<file path="src/rtl/axi_lite_regfile_if.sv">
// AXI4-Lite bus bundle (five channels) shared by a register-file slave and its master.
// Clock and reset are kept outside the interface.
interface axi_lite_regfile_if #(
    parameter int ADDR_WIDTH = 32,
    parameter int DATA_WIDTH = 32
);
    logic [ADDR_WIDTH-1:0]   awaddr;
    logic                    awvalid;
    logic                    awready;
    logic [DATA_WIDTH-1:0]   wdata;
    logic [DATA_WIDTH/8-1:0] wstrb;
    logic                    wvalid;
    logic                    wready;
    logic [1:0]              bresp;
    logic                    bvalid;
    logic                    bready;
    logic [ADDR_WIDTH-1:0]   araddr;
    logic                    arvalid;
    logic                    arready;
    logic [DATA_WIDTH-1:0]   rdata;
    logic [1:0]              rresp;
    logic                    rvalid;
    logic                    rready;

    modport master (
        output awaddr, awvalid, input awready,
        output wdata, wstrb, wvalid, input wready,
        input  bresp, bvalid, output bready,
        output araddr, arvalid, input arready,
        input  rdata, rresp, rvalid, output rready
    );

    modport slave (
        input  awaddr, awvalid, output awready,
        input  wdata, wstrb, wvalid, output wready,
        output bresp, bvalid, input bready,
        input  araddr, arvalid, output arready,
        output rdata, rresp, rvalid, input rready
    );
endinterface

</file>
<file path="src/rtl/axi_lite_regfile.sv">
// AXI4-Lite slave terminating the bus in NUM_REGS registers with byte strobes,
// read-only hardware-sourced registers and SLVERR for out-of-range / read-only writes.
module axi_lite_regfile #(
    parameter int                              ADDR_WIDTH = 32,
    parameter int                              DATA_WIDTH = 32,
    parameter int                              NUM_REGS   = 16,
    parameter logic [NUM_REGS-1:0]             RO_MASK    = '0,
    parameter logic [NUM_REGS*DATA_WIDTH-1:0]  RESET_VAL  = '0
) (
    input  logic                           aclk,
    input  logic                           areset,
    axi_lite_regfile_if.slave              s,
    output logic [NUM_REGS*DATA_WIDTH-1:0] reg_out,
    input  logic [NUM_REGS*DATA_WIDTH-1:0] hw_in,
    output logic [NUM_REGS-1:0]            wr_pulse
);
    localparam int         STRB_W      = DATA_WIDTH / 8;
    localparam int         OFFS        = $clog2(STRB_W);
    localparam logic [1:0] RESP_OKAY   = 2'b00;
    localparam logic [1:0] RESP_SLVERR = 2'b10;

    typedef enum logic { W_IDLE, W_RESP } w_state_e;
    typedef enum logic { R_IDLE, R_DATA } r_state_e;

    w_state_e              w_state_q;
    r_state_e              r_state_q;
    logic                  aw_held_q, w_held_q;
    logic [ADDR_WIDTH-1:0] aw_addr_q;
    logic [DATA_WIDTH-1:0] w_data_q;
    logic [STRB_W-1:0]     w_strb_q;
    logic                  bvalid_q;
    logic [1:0]            bresp_q;
    logic [NUM_REGS-1:0]   wr_pulse_q;
    logic                  rvalid_q;
    logic [1:0]            rresp_q;
    logic [DATA_WIDTH-1:0] rdata_q;
    logic [DATA_WIDTH-1:0] regs_q [NUM_REGS];

    logic [ADDR_WIDTH-1:0] w_idx, r_idx;
    logic                  commit;
    logic [NUM_REGS-1:0]   w_hit;
    logic [NUM_REGS-1:0]   wr_pulse_d;
    logic [DATA_WIDTH-1:0] rdata_d;
    logic [1:0]            rresp_d;

    // NOTE: every signal gets a default at the top of always_comb so no path leaves it unassigned (no latch).
    always_comb begin
        w_idx   = aw_addr_q >> OFFS;
        r_idx   = s.araddr >> OFFS;
        commit  = (w_state_q == W_IDLE) && aw_held_q && w_held_q;
        w_hit   = '0;
        rdata_d = '0;
        rresp_d = RESP_SLVERR;
        for (int i = 0; i < NUM_REGS; i++) begin
            if (w_idx == ADDR_WIDTH'(i) && !RO_MASK[i]) w_hit[i] = 1'b1;
            if (r_idx == ADDR_WIDTH'(i)) begin
                rresp_d = RESP_OKAY;
                rdata_d = RO_MASK[i] ? hw_in[i*DATA_WIDTH +: DATA_WIDTH] : regs_q[i];
            end
        end
        wr_pulse_d = commit ? w_hit : '0;
    end

    // NOTE: sequential state uses non-blocking assignments only, so every flop samples pre-edge values.
    always_ff @(posedge aclk) begin
        if (areset) begin
            w_state_q  <= W_IDLE;
            aw_held_q  <= 1'b0;
            w_held_q   <= 1'b0;
            aw_addr_q  <= '0;
            w_data_q   <= '0;
            w_strb_q   <= '0;
            bvalid_q   <= 1'b0;
            bresp_q    <= RESP_OKAY;
            wr_pulse_q <= '0;
            // NOTE: the register bank is flops, not RAM, so it can and must be reset element by element.
            for (int i = 0; i < NUM_REGS; i++)
                regs_q[i] <= RO_MASK[i] ? '0 : RESET_VAL[i*DATA_WIDTH +: DATA_WIDTH];
        end else begin
            wr_pulse_q <= wr_pulse_d;
            case (w_state_q)
                W_IDLE: begin
                    if (commit) begin
                        for (int i = 0; i < NUM_REGS; i++)
                            for (int b = 0; b < STRB_W; b++)
                                if (w_hit[i] && w_strb_q[b]) regs_q[i][b*8 +: 8] <= w_data_q[b*8 +: 8];
                        bresp_q   <= (|w_hit) ? RESP_OKAY : RESP_SLVERR;
                        bvalid_q  <= 1'b1;
                        aw_held_q <= 1'b0;
                        w_held_q  <= 1'b0;
                        w_state_q <= W_RESP;
                    end else begin
                        if (s.awvalid && !aw_held_q) begin
                            aw_addr_q <= s.awaddr;
                            aw_held_q <= 1'b1;
                        end
                        if (s.wvalid && !w_held_q) begin
                            w_data_q <= s.wdata;
                            w_strb_q <= s.wstrb;
                            w_held_q <= 1'b1;
                        end
                    end
                end
                W_RESP: begin
                    if (s.bready) begin
                        bvalid_q  <= 1'b0;
                        w_state_q <= W_IDLE;
                    end
                end
                default: w_state_q <= W_IDLE;
            endcase
        end
    end

    // Read data is captured on the AR handshake, so a same-edge commit is not visible to it.
    always_ff @(posedge aclk) begin
        if (areset) begin
            r_state_q <= R_IDLE;
            rvalid_q  <= 1'b0;
            rresp_q   <= RESP_OKAY;
            rdata_q   <= '0;
        end else begin
            case (r_state_q)
                R_IDLE: begin
                    if (s.arvalid) begin
                        rdata_q   <= rdata_d;
                        rresp_q   <= rresp_d;
                        rvalid_q  <= 1'b1;
                        r_state_q <= R_DATA;
                    end
                end
                R_DATA: begin
                    if (s.rready) begin
                        rvalid_q  <= 1'b0;
                        r_state_q <= R_IDLE;
                    end
                end
                default: r_state_q <= R_IDLE;
            endcase
        end
    end

    assign s.awready = (w_state_q == W_IDLE) && !aw_held_q;
    assign s.wready  = (w_state_q == W_IDLE) && !w_held_q;
    assign s.bvalid  = bvalid_q;
    assign s.bresp   = bresp_q;
    assign s.arready = (r_state_q == R_IDLE);
    assign s.rvalid  = rvalid_q;
    assign s.rresp   = rresp_q;
    assign s.rdata   = rdata_q;
    assign wr_pulse  = wr_pulse_q;

    for (genvar i = 0; i < NUM_REGS; i++) begin : g_out
        assign reg_out[i*DATA_WIDTH +: DATA_WIDTH] = regs_q[i];
    end
endmodule

</file>
<file path="src/flat_wrapper.sv">
// flat-port wrapper written by rule: the top's interface ports become plain ports
module axi_lite_regfile_flat 
#(
    parameter int                              ADDR_WIDTH = 32,
    parameter int                              DATA_WIDTH = 32,
    parameter int                              NUM_REGS   = 16,
    parameter logic [NUM_REGS-1:0]             RO_MASK    = '0,
    parameter logic [NUM_REGS*DATA_WIDTH-1:0]  RESET_VAL  = '0
)
  (aclk, areset, reg_out, hw_in, wr_pulse, s_awaddr, s_awvalid, s_awready, s_wdata, s_wstrb, s_wvalid, s_wready, s_bresp, s_bvalid, s_bready, s_araddr, s_arvalid, s_arready, s_rdata, s_rresp, s_rvalid, s_rready);
  axi_lite_regfile_if #(.ADDR_WIDTH(ADDR_WIDTH), .DATA_WIDTH(DATA_WIDTH)) s_i ();
  input  logic aclk;
  input  logic areset;
  output logic [NUM_REGS*DATA_WIDTH-1:0] reg_out;
  input  logic [NUM_REGS*DATA_WIDTH-1:0] hw_in;
  output logic [NUM_REGS-1:0] wr_pulse;
  input wire logic [$bits(s_i.awaddr)-1:0] s_awaddr;
  input wire logic [$bits(s_i.awvalid)-1:0] s_awvalid;
  output wire logic [$bits(s_i.awready)-1:0] s_awready;
  input wire logic [$bits(s_i.wdata)-1:0] s_wdata;
  input wire logic [$bits(s_i.wstrb)-1:0] s_wstrb;
  input wire logic [$bits(s_i.wvalid)-1:0] s_wvalid;
  output wire logic [$bits(s_i.wready)-1:0] s_wready;
  output wire logic [$bits(s_i.bresp)-1:0] s_bresp;
  output wire logic [$bits(s_i.bvalid)-1:0] s_bvalid;
  input wire logic [$bits(s_i.bready)-1:0] s_bready;
  input wire logic [$bits(s_i.araddr)-1:0] s_araddr;
  input wire logic [$bits(s_i.arvalid)-1:0] s_arvalid;
  output wire logic [$bits(s_i.arready)-1:0] s_arready;
  output wire logic [$bits(s_i.rdata)-1:0] s_rdata;
  output wire logic [$bits(s_i.rresp)-1:0] s_rresp;
  output wire logic [$bits(s_i.rvalid)-1:0] s_rvalid;
  input wire logic [$bits(s_i.rready)-1:0] s_rready;
  assign s_i.awaddr = s_awaddr;
  assign s_i.awvalid = s_awvalid;
  assign s_awready = s_i.awready;
  assign s_i.wdata = s_wdata;
  assign s_i.wstrb = s_wstrb;
  assign s_i.wvalid = s_wvalid;
  assign s_wready = s_i.wready;
  assign s_bresp = s_i.bresp;
  assign s_bvalid = s_i.bvalid;
  assign s_i.bready = s_bready;
  assign s_i.araddr = s_araddr;
  assign s_i.arvalid = s_arvalid;
  assign s_arready = s_i.arready;
  assign s_rdata = s_i.rdata;
  assign s_rresp = s_i.rresp;
  assign s_rvalid = s_i.rvalid;
  assign s_i.rready = s_rready;
  axi_lite_regfile #(.ADDR_WIDTH(ADDR_WIDTH), .DATA_WIDTH(DATA_WIDTH), .NUM_REGS(NUM_REGS), .RO_MASK(RO_MASK), .RESET_VAL(RESET_VAL)) u_core (.aclk(aclk), .areset(areset), .s(s_i), .reg_out(reg_out), .hw_in(hw_in), .wr_pulse(wr_pulse));
endmodule
</file>
<file path="config.mk">
export PLATFORM = sky130hd
export DESIGN_NAME = axi_lite_regfile_flat
export DESIGN_NICKNAME = d
export VERILOG_FILES = /design/src/rtl/axi_lite_regfile_if.sv /design/src/rtl/axi_lite_regfile.sv /design/src/flat_wrapper.sv
export SDC_FILE = /design/constraint.sdc
export NUM_CORES = 1
export LEC_CHECK = 0
export ABC_AREA = 1
export CAP_MARGIN = 0
export CORE_AREA = 5 5 460 462
export DETAILED_ROUTE_END_ITERATION = 16
export DIE_AREA = 0 0 465 467
export PLACE_DENSITY_LB_ADDON = 0.12
export SYNTH_ARGS = -nofsm -noshare
export SYNTH_HDL_FRONTEND = slang
export SYNTH_SLANG_ARGS = --single-unit
</file>
<file path="constraint.sdc">
create_clock -name aclk -period 5.9 [get_ports aclk]
set_input_delay 0.885 -clock aclk [delete_from_list [all_inputs] [get_ports aclk]]
set_output_delay 0.885 -clock aclk [all_outputs]
set_load 0.03 [all_outputs]
</file>
==> results of run 1 <==
-- worst min path at each step --
stage / end / slack [ns] / cells after the start
4_1_cts: u_core.aw_addr_q[24]$_SDFFE_PP0P_ / 0.45 / 2
3_5_place_dp: u_core.aw_addr_q[20]$_SDFFE_PP0P_ / 0.44 / 2
5_1_grt: u_core.aw_addr_q[19]$_SDFFE_PP0P_ / 0.47 / 2
6_report: u_core.aw_addr_q[31]$_SDFFE_PP0P_ / 0.44 / 2
3_3_place_gp: u_core.aw_addr_q[31]$_SDFFE_PP0P_ / 0.44 / 2
2_1_floorplan: u_core.aw_addr_q[21]$_SDFFE_PP0P_ / 0.42 / 2
-- report_power, final --
part	total (mW)	switching, mW	leakage [nW]	internal [mW]
registers	5.21	0.155	6.28	5.05
logic	1.28	0.891	6.51	0.390
clock network	5.27	2.22	1.36	3.05
-- layer usage --
metal / routed length (um) / share of wire, % / vias to the layer above / global-route usage, %
li1: - / - / 10500 / -
met1: 77300 / 45 / 11200 / 19.9
met2: 76300 / 44 / 818 / 24.2
met3: 16900 / 9.8 / 110 / 6.57
met4: 2370 / 1.4 / 2 / 2.64
met5: 10 / 0.0058 / - / 0
-- cell type report --
class | count | area, sq um
Fill cell | 22800 | 167000
Sequential cell | 634 | 17800
Multi-Input combinational cell | 1698 | 7550
Timing Repair Buffer | 722 | 7100
Tap cell | 2704 | 3380
Clock buffer | 115 | 2330
Inverter | 259 | 977
Clock inverter | 44 | 442
Antenna cell | 11 | 27.5
-- registers in the layout (all words and copies together) (netlist names), 4 cells and up --
| name | cells |
|---|---|
| u_core.w_strb_q | 4 |
| u_core.s.rdata | 32 |
| u_core.wr_pulse | 16 |
| u_core.regs_q | 512 |
| u_core.w_data_q | 32 |
| u_core.aw_addr_q | 30 |
-- metrics by stage --
step / setup slack [ns] / util [%]
3_5_place_dp: 0.979 / 17.8
2_1_floorplan: 3.35 / -
6_report: 1.81 / 19.2
5_1_grt: 1.61 / 19.2
3_3_place_gp: 0.981 / 17.8
4_1_cts: 1.79 / 19.2
-- kinds of logic (layout without fill, tap and decap cells) --
family | Yosys count | count (layout)
other | 1 | 13
buffers and inverters | 373 | 1140
and+or+nand+nor | 1468 | 1468
DFF | 634 | 634
AOI/OAI and AO/OA | 225 | 225
muxes | 3 | 3
-- synthesized netlist by cell type, drive strengths merged, types with 2 or more instances --
cell type / count / share of area [%]
nor2: 621 / 9.0
nand2: 546 / 7.8
edfxtp: 512 / 58
inv: 244 / 3.4
nand3: 157 / 3.0
dfxtp: 122 / 9.1
o21ai: 118 / 2.2
nand4: 117 / 2.8
a21oi: 93 / 1.7
clkbuf: 70 / 0.98
buf: 44 / 0.86
nor3: 20 / 0.66
clkinv: 15 / 0.21
nor4: 5 / 0.14
a31oi: 4 / 0.094
mux2i: 3 / 0.11
nand3b: 2 / 0.056
o211ai: 2 / 0.056
o31ai: 2 / 0.056
-- worst register-to-register path, delay by kind of cell, from the launching register on --
| family | cells | cell delay, ns |
|---|---|---|
| buf+inv | 2 | 0.81 |
| flops | 1 | 0.31 |
| simple gates | 5 | 2.41 |
==> metrics, run 1 <==
Synth Area in Compound Gates=approximately 4.3%; Leakage=around 14 nW; crit-path cells=clkdlybuf4s50_1 > nor2_1 > nand3_1 > nor2_4 > buf_12 > nand2_4 > nor2_2 > inv_2 > nor2_1 > nor2_1 > inv_1 > nor2_1 > nand4_1 > a21oi_1; final hold slack=roughly 0.44 ns; count of final hold-check violations=0; Arr. time, crit path=about 4.7 ns; Finished Layout Cells=6,187; Inst Count DP=~6,000; Clock transition at path regs=0.06 ns; port bufs=669; Seq cells post-synth=approximately 630; crit path to=u_core.s.rresp[1]$_SDFFE_PP0P_; Initial DRT Pass Iterations=5; Die Ht=467 um; Iteration-0 DRC Markers=1,375; post-CTS sizing=0; Final min period=a little over 4 ns; worst hold path type=register to register; Peak VDD IR=between 0.2 and 0.25 mV; vias per inst=between 3 and 4; Startpoint Class=primary input; EDFF count, synth=about 500; Final nets=between 4,000 and 5,000; CTS buffer count=85; # rows=roughly 170; Reg2Reg Launch Point=u_core.aw_addr_q[6]$_SDFFE_PP0P_; delay-heaviest family, CP=simple AND/OR/NAND/NOR gates; Post-Synthesis Cells=roughly 2,700; simple-gate share of the synthesized area=a little under a quarter; PwrDens=a little under 300 mW/mm^2; mapped cell area=roughly 0.027 sq mm; area post-placement=0.0368 sq mm; Crit path depth=14; largest net degree at the start of global routing=between 100 and 150; Die Wd=465 um; crit path buf inv count=4; drt wl/cell=approximately 28 um; post-route cell area=roughly 0.040 sq mm; Critical Path Start=s_araddr[26]; sequential area share after synthesis=between 60% and 70%; DPL Wire Length=approximately 140 mm; drt drc=0; Synth Area in Adders=0%; synth unique cells=42; slowest stage delay, CP=between 0.6 and 0.7 ns; period utilization=between 60% and 70%; Final Setup Violations=0; clk root buf=clkbuf_16; CP required=around 6.5 ns; initial antenna violation count=21; Crit Path Class=primary input to register; first-pass GRT wire length=~230 mm; most frequent cells in the layout=668 x clkdlybuf4s50_1, 603 x nor2_1, 537 x nand2_1, 512 x edfxtp_1, 232 x inv_1; Crit Reg-Reg Endpoint=u_core.regs_q[1][9]$_SDFFCE_PN0P_; DR vias=between 20,000 and 25,000; total global-route track usage=roughly 15%; CP Capture Type=register; layout cells sized above 1=~7%; total power draw=about 12 mW; FF-to-FF setup slack=2.02 ns; slowest CP cell=nor2_1; commonest non-fill, non-tap cell in the layout=clkdlybuf4s50_1; Die ar.=0.217 sq mm; hold_sp=u_core.aw_addr_q[31]$_SDFFE_PP0P_; async set-or-reset flop fraction in the synthesized netlist=0%; global route total overflow=0; Max Cap Violations=0; Placer Congestion=a little under 0.8; Top cell by count, worst path=nor2_1; clk buf depth=3; Pins Over Slew Limit=0; DRT antenna net count=0; Worst slew margin=26.9%; vias in the first global route=23,400; proportion of synthesized area in mux cells=less than 1%; Core ar.=~0.21 sq mm; top_reg_cell synth=edfxtp_1; skew final=0.0238 ns; io pins=roughly 1,200; Clock Sinks=~630; RSZ-0062 raised after global routing=no; Least-Margin Pin Slew=approximately 1.1 ns; TritonCTS clock tree=done; Syn-to-layout area delta=48.2%; largest family of logic cells by synthesized area=simple AND/OR/NAND/NOR gates; Max Clk Rate=~0.24 GHz; initial core utilization=between 10% and 20%; post-CTS setup buffer count=0; CTS hold repair buffers=0; routed wire length=173 mm; Syn Area/Cell=approximately 9.9 sq um; H-tree levels=3; latest clock arrival within the worst-skew pair=about 0.7 ns; Synth Area in XOR/XNOR=0%; CP Max Fanout=110; status=complete, no violations; Worst Reg-to-Reg Cells=7; total negative slack=0 ns; Synth Warn #=0
Note: power is estimated with default switching activity, not from simulation.
==> run 2, diff against run 1 <==
==> constraint.sdc (replaced) <==
create_clock -name aclk -period 4 [get_ports aclk]
set_input_delay 0.6 -clock aclk [delete_from_list [all_inputs] [get_ports aclk]]
set_output_delay 0.6 -clock aclk [all_outputs]
set_load 0.03 [all_outputs]
==> run 2 against run 1 <==
  * Die area unchanged
  * Design area up 3.0%
  * Wire length up 0.88%
  * Clock power up 49%
  * Largest power group unchanged
  * Non-clock buffer count up 121
  * Highest routed layer is now met4
==> metrics, run 2 (same netlist as run 1, synthesis figures left out) <==
post-CTS sizing=0 (unchanged); Crit Path Class=register to register; Finished Layout Cells=6,315 (+2.1%); Inst Count DP=6,138 (+2.0%); Final nets=4,142 (+3.1%); layout cells sized above 1=9.89% (+3.0 points); most frequent cells in the layout=668 x clkdlybuf4s50_1, 603 x nor2_1, 537 x nand2_1, 512 x edfxtp_1, 232 x inv_1; area post-placement=0.0379 sq mm (+3.0%); RSZ-0062 raised after global routing=no; Max Clk Rate=0.273 GHz; Iteration-0 DRC Markers=1,507 (+9.6%); # rows=167 (unchanged); clk buf depth=3 (unchanged); filler instances=22,700 (-0.54%); global route total overflow=0 (unchanged); Leakage=14.7 nW (+4.3%); Final Util=19.7% (+0.57 points); CP required=4.36 ns (-2.11 ns); vias per inst=3.66 (about the same); max reg flops=512 (unchanged); CP Max Fanout=9 (-92%); total global-route track usage=15.5% (+0.14 points); PwrDens=428 mW/mm^2 (+44%); H-tree levels=3 (unchanged); drt wl/cell=27.6 um (-1.2%); count of final hold-check violations=0 (unchanged); Critical Path Start=u_core.aw_addr_q[29]$_SDFFE_PP0P_; total power draw=17.5 mW (+48%); Least-Margin Pin Slew=1.24 ns (+0.146 ns); worst hold path type=register to register; initial antenna violation count=17 (-19%); largest net degree at the start of global routing=47 (-57%); hold_sp=u_core.aw_addr_q[20]$_SDFFE_PP0P_; Clock transition at path regs=0.05 ns (about the same); Max Cap Violations=0 (unchanged); Placer Congestion=0.788 (-0.29%); Die Wd=465 um (unchanged); clk root buf=clkbuf_16; routed wire length=174 mm (+0.88%); total negative slack=0 ns (unchanged); Worst slew margin=16.8% (-10 points); status=complete, no violations; skew final=0.0477 ns (+0.0239 ns); Die ar.=0.217 sq mm (unchanged); CTS hold repair buffers=0 (unchanged); post-CTS setup buffer count=0 (unchanged); TritonCTS clock tree=done; port bufs=669 (unchanged); Final min period=~3.7 ns; io pins=1,188 (unchanged); Startpoint Class=register; drt drc=0 (unchanged); CTS buffer count=87 (+2.4%); Arr. time, crit path=4.02 ns (-0.64 ns); post-route cell area=0.0408 sq mm (+3.0%); first-pass GRT wire length=227 mm (+0.79%); initial core utilization=12.9% (unchanged); period utilization=91.5%; DR vias=23,100 (+2.1%); commonest non-fill, non-tap cell in the layout=clkdlybuf4s50_1; vias in the first global route=23,600 (+1.3%); Pins Over Slew Limit=0 (unchanged); Initial DRT Pass Iterations=5 (unchanged); latest clock arrival within the worst-skew pair=0.73 ns (about the same); Die Ht=467 um (unchanged); Clock Sinks=634 (unchanged); Final Setup Violations=0 (unchanged); Top reg by flops=u_core.regs_q; DPL Wire Length=140 mm (+1.7%); DRT antenna net count=0 (unchanged); Syn-to-layout area delta=52.6%; Reg2Reg Launch Point=u_core.aw_addr_q[29]$_SDFFE_PP0P_; CP Capture Type=register; Peak VDD IR=0.330 mV (+64%); Core ar.=0.207 sq mm (unchanged)
-- run 2: through the flow --
step,setup slack [ns],hold WS (ns)
after global placement,-0.0880,0.436
after floorplan,1.64,0.423
final,0.341,0.445
after detailed placement,-0.0813,0.441
after CTS,0.142,0.400
after global routing,0.0830,0.435
-- run 2: area by class of cell --
| cell class | instances | area, sq um | share of cell area (%) |
|---|---|---|---|
| sequential | 634 | 17800 | 43.7 |
| timing repair buffer | 843 | 8210 | 20.1 |
| multi-input combinational | 1698 | 7550 | 18.5 |
| tap | 2704 | 3380 | 8.29 |
| clock buffer | 123 | 2460 | 6.04 |
| inverter | 259 | 977 | 2.39 |
| clock inverter | 41 | 374 | 0.917 |
| antenna | 13 | 32.5 | 0.0797 |
-- run 2: path summary, 6_finish.rpt --
check | to | slack (ns) | cells after the start
worst min-delay path | u_core.aw_addr_q[20]$_SDFFE_PP0P_ | 0.45 | 2
worst max-delay path | u_core.regs_q[0][50]$_SDFFCE_PN0P_ | 0.34 | 9
worst min register to register | u_core.aw_addr_q[20]$_SDFFE_PP0P_ | 0.45 | 2
worst max register to register | u_core.regs_q[0][50]$_SDFFCE_PN0P_ | 0.34 | 9
-- run 2: critical path, stage by stage, from the launching register on --
cell	delay (ns)
dfxtp_1	0.29
inv_1	0.06
nand4_1	0.11
nor3_1	0.22
nand3_1	0.20
nor3_1	0.54
nand2_1	0.26
inv_1	0.52
nand2_1	0.49
nand2_1	0.58
-- run 2: per-layer routing --
metal  track usage [%]  share of wire (%)  vias up
li1                  -                  -    10700
met1              19.9                 44    11400
met2              24.4                 44      833
met3              7.09                 11      105
met4              2.58                1.3        0
met5                 0                  0        -
-- run 2: power breakdown --
group | leakage (nW) | total (mW) | switching (mW) | internal, mW
registers | 6.28 | 7.69 | 0.234 | 7.45
logic | 7.12 | 1.93 | 1.32 | 0.610
clock network | 1.35 | 7.84 | 3.37 | 4.47
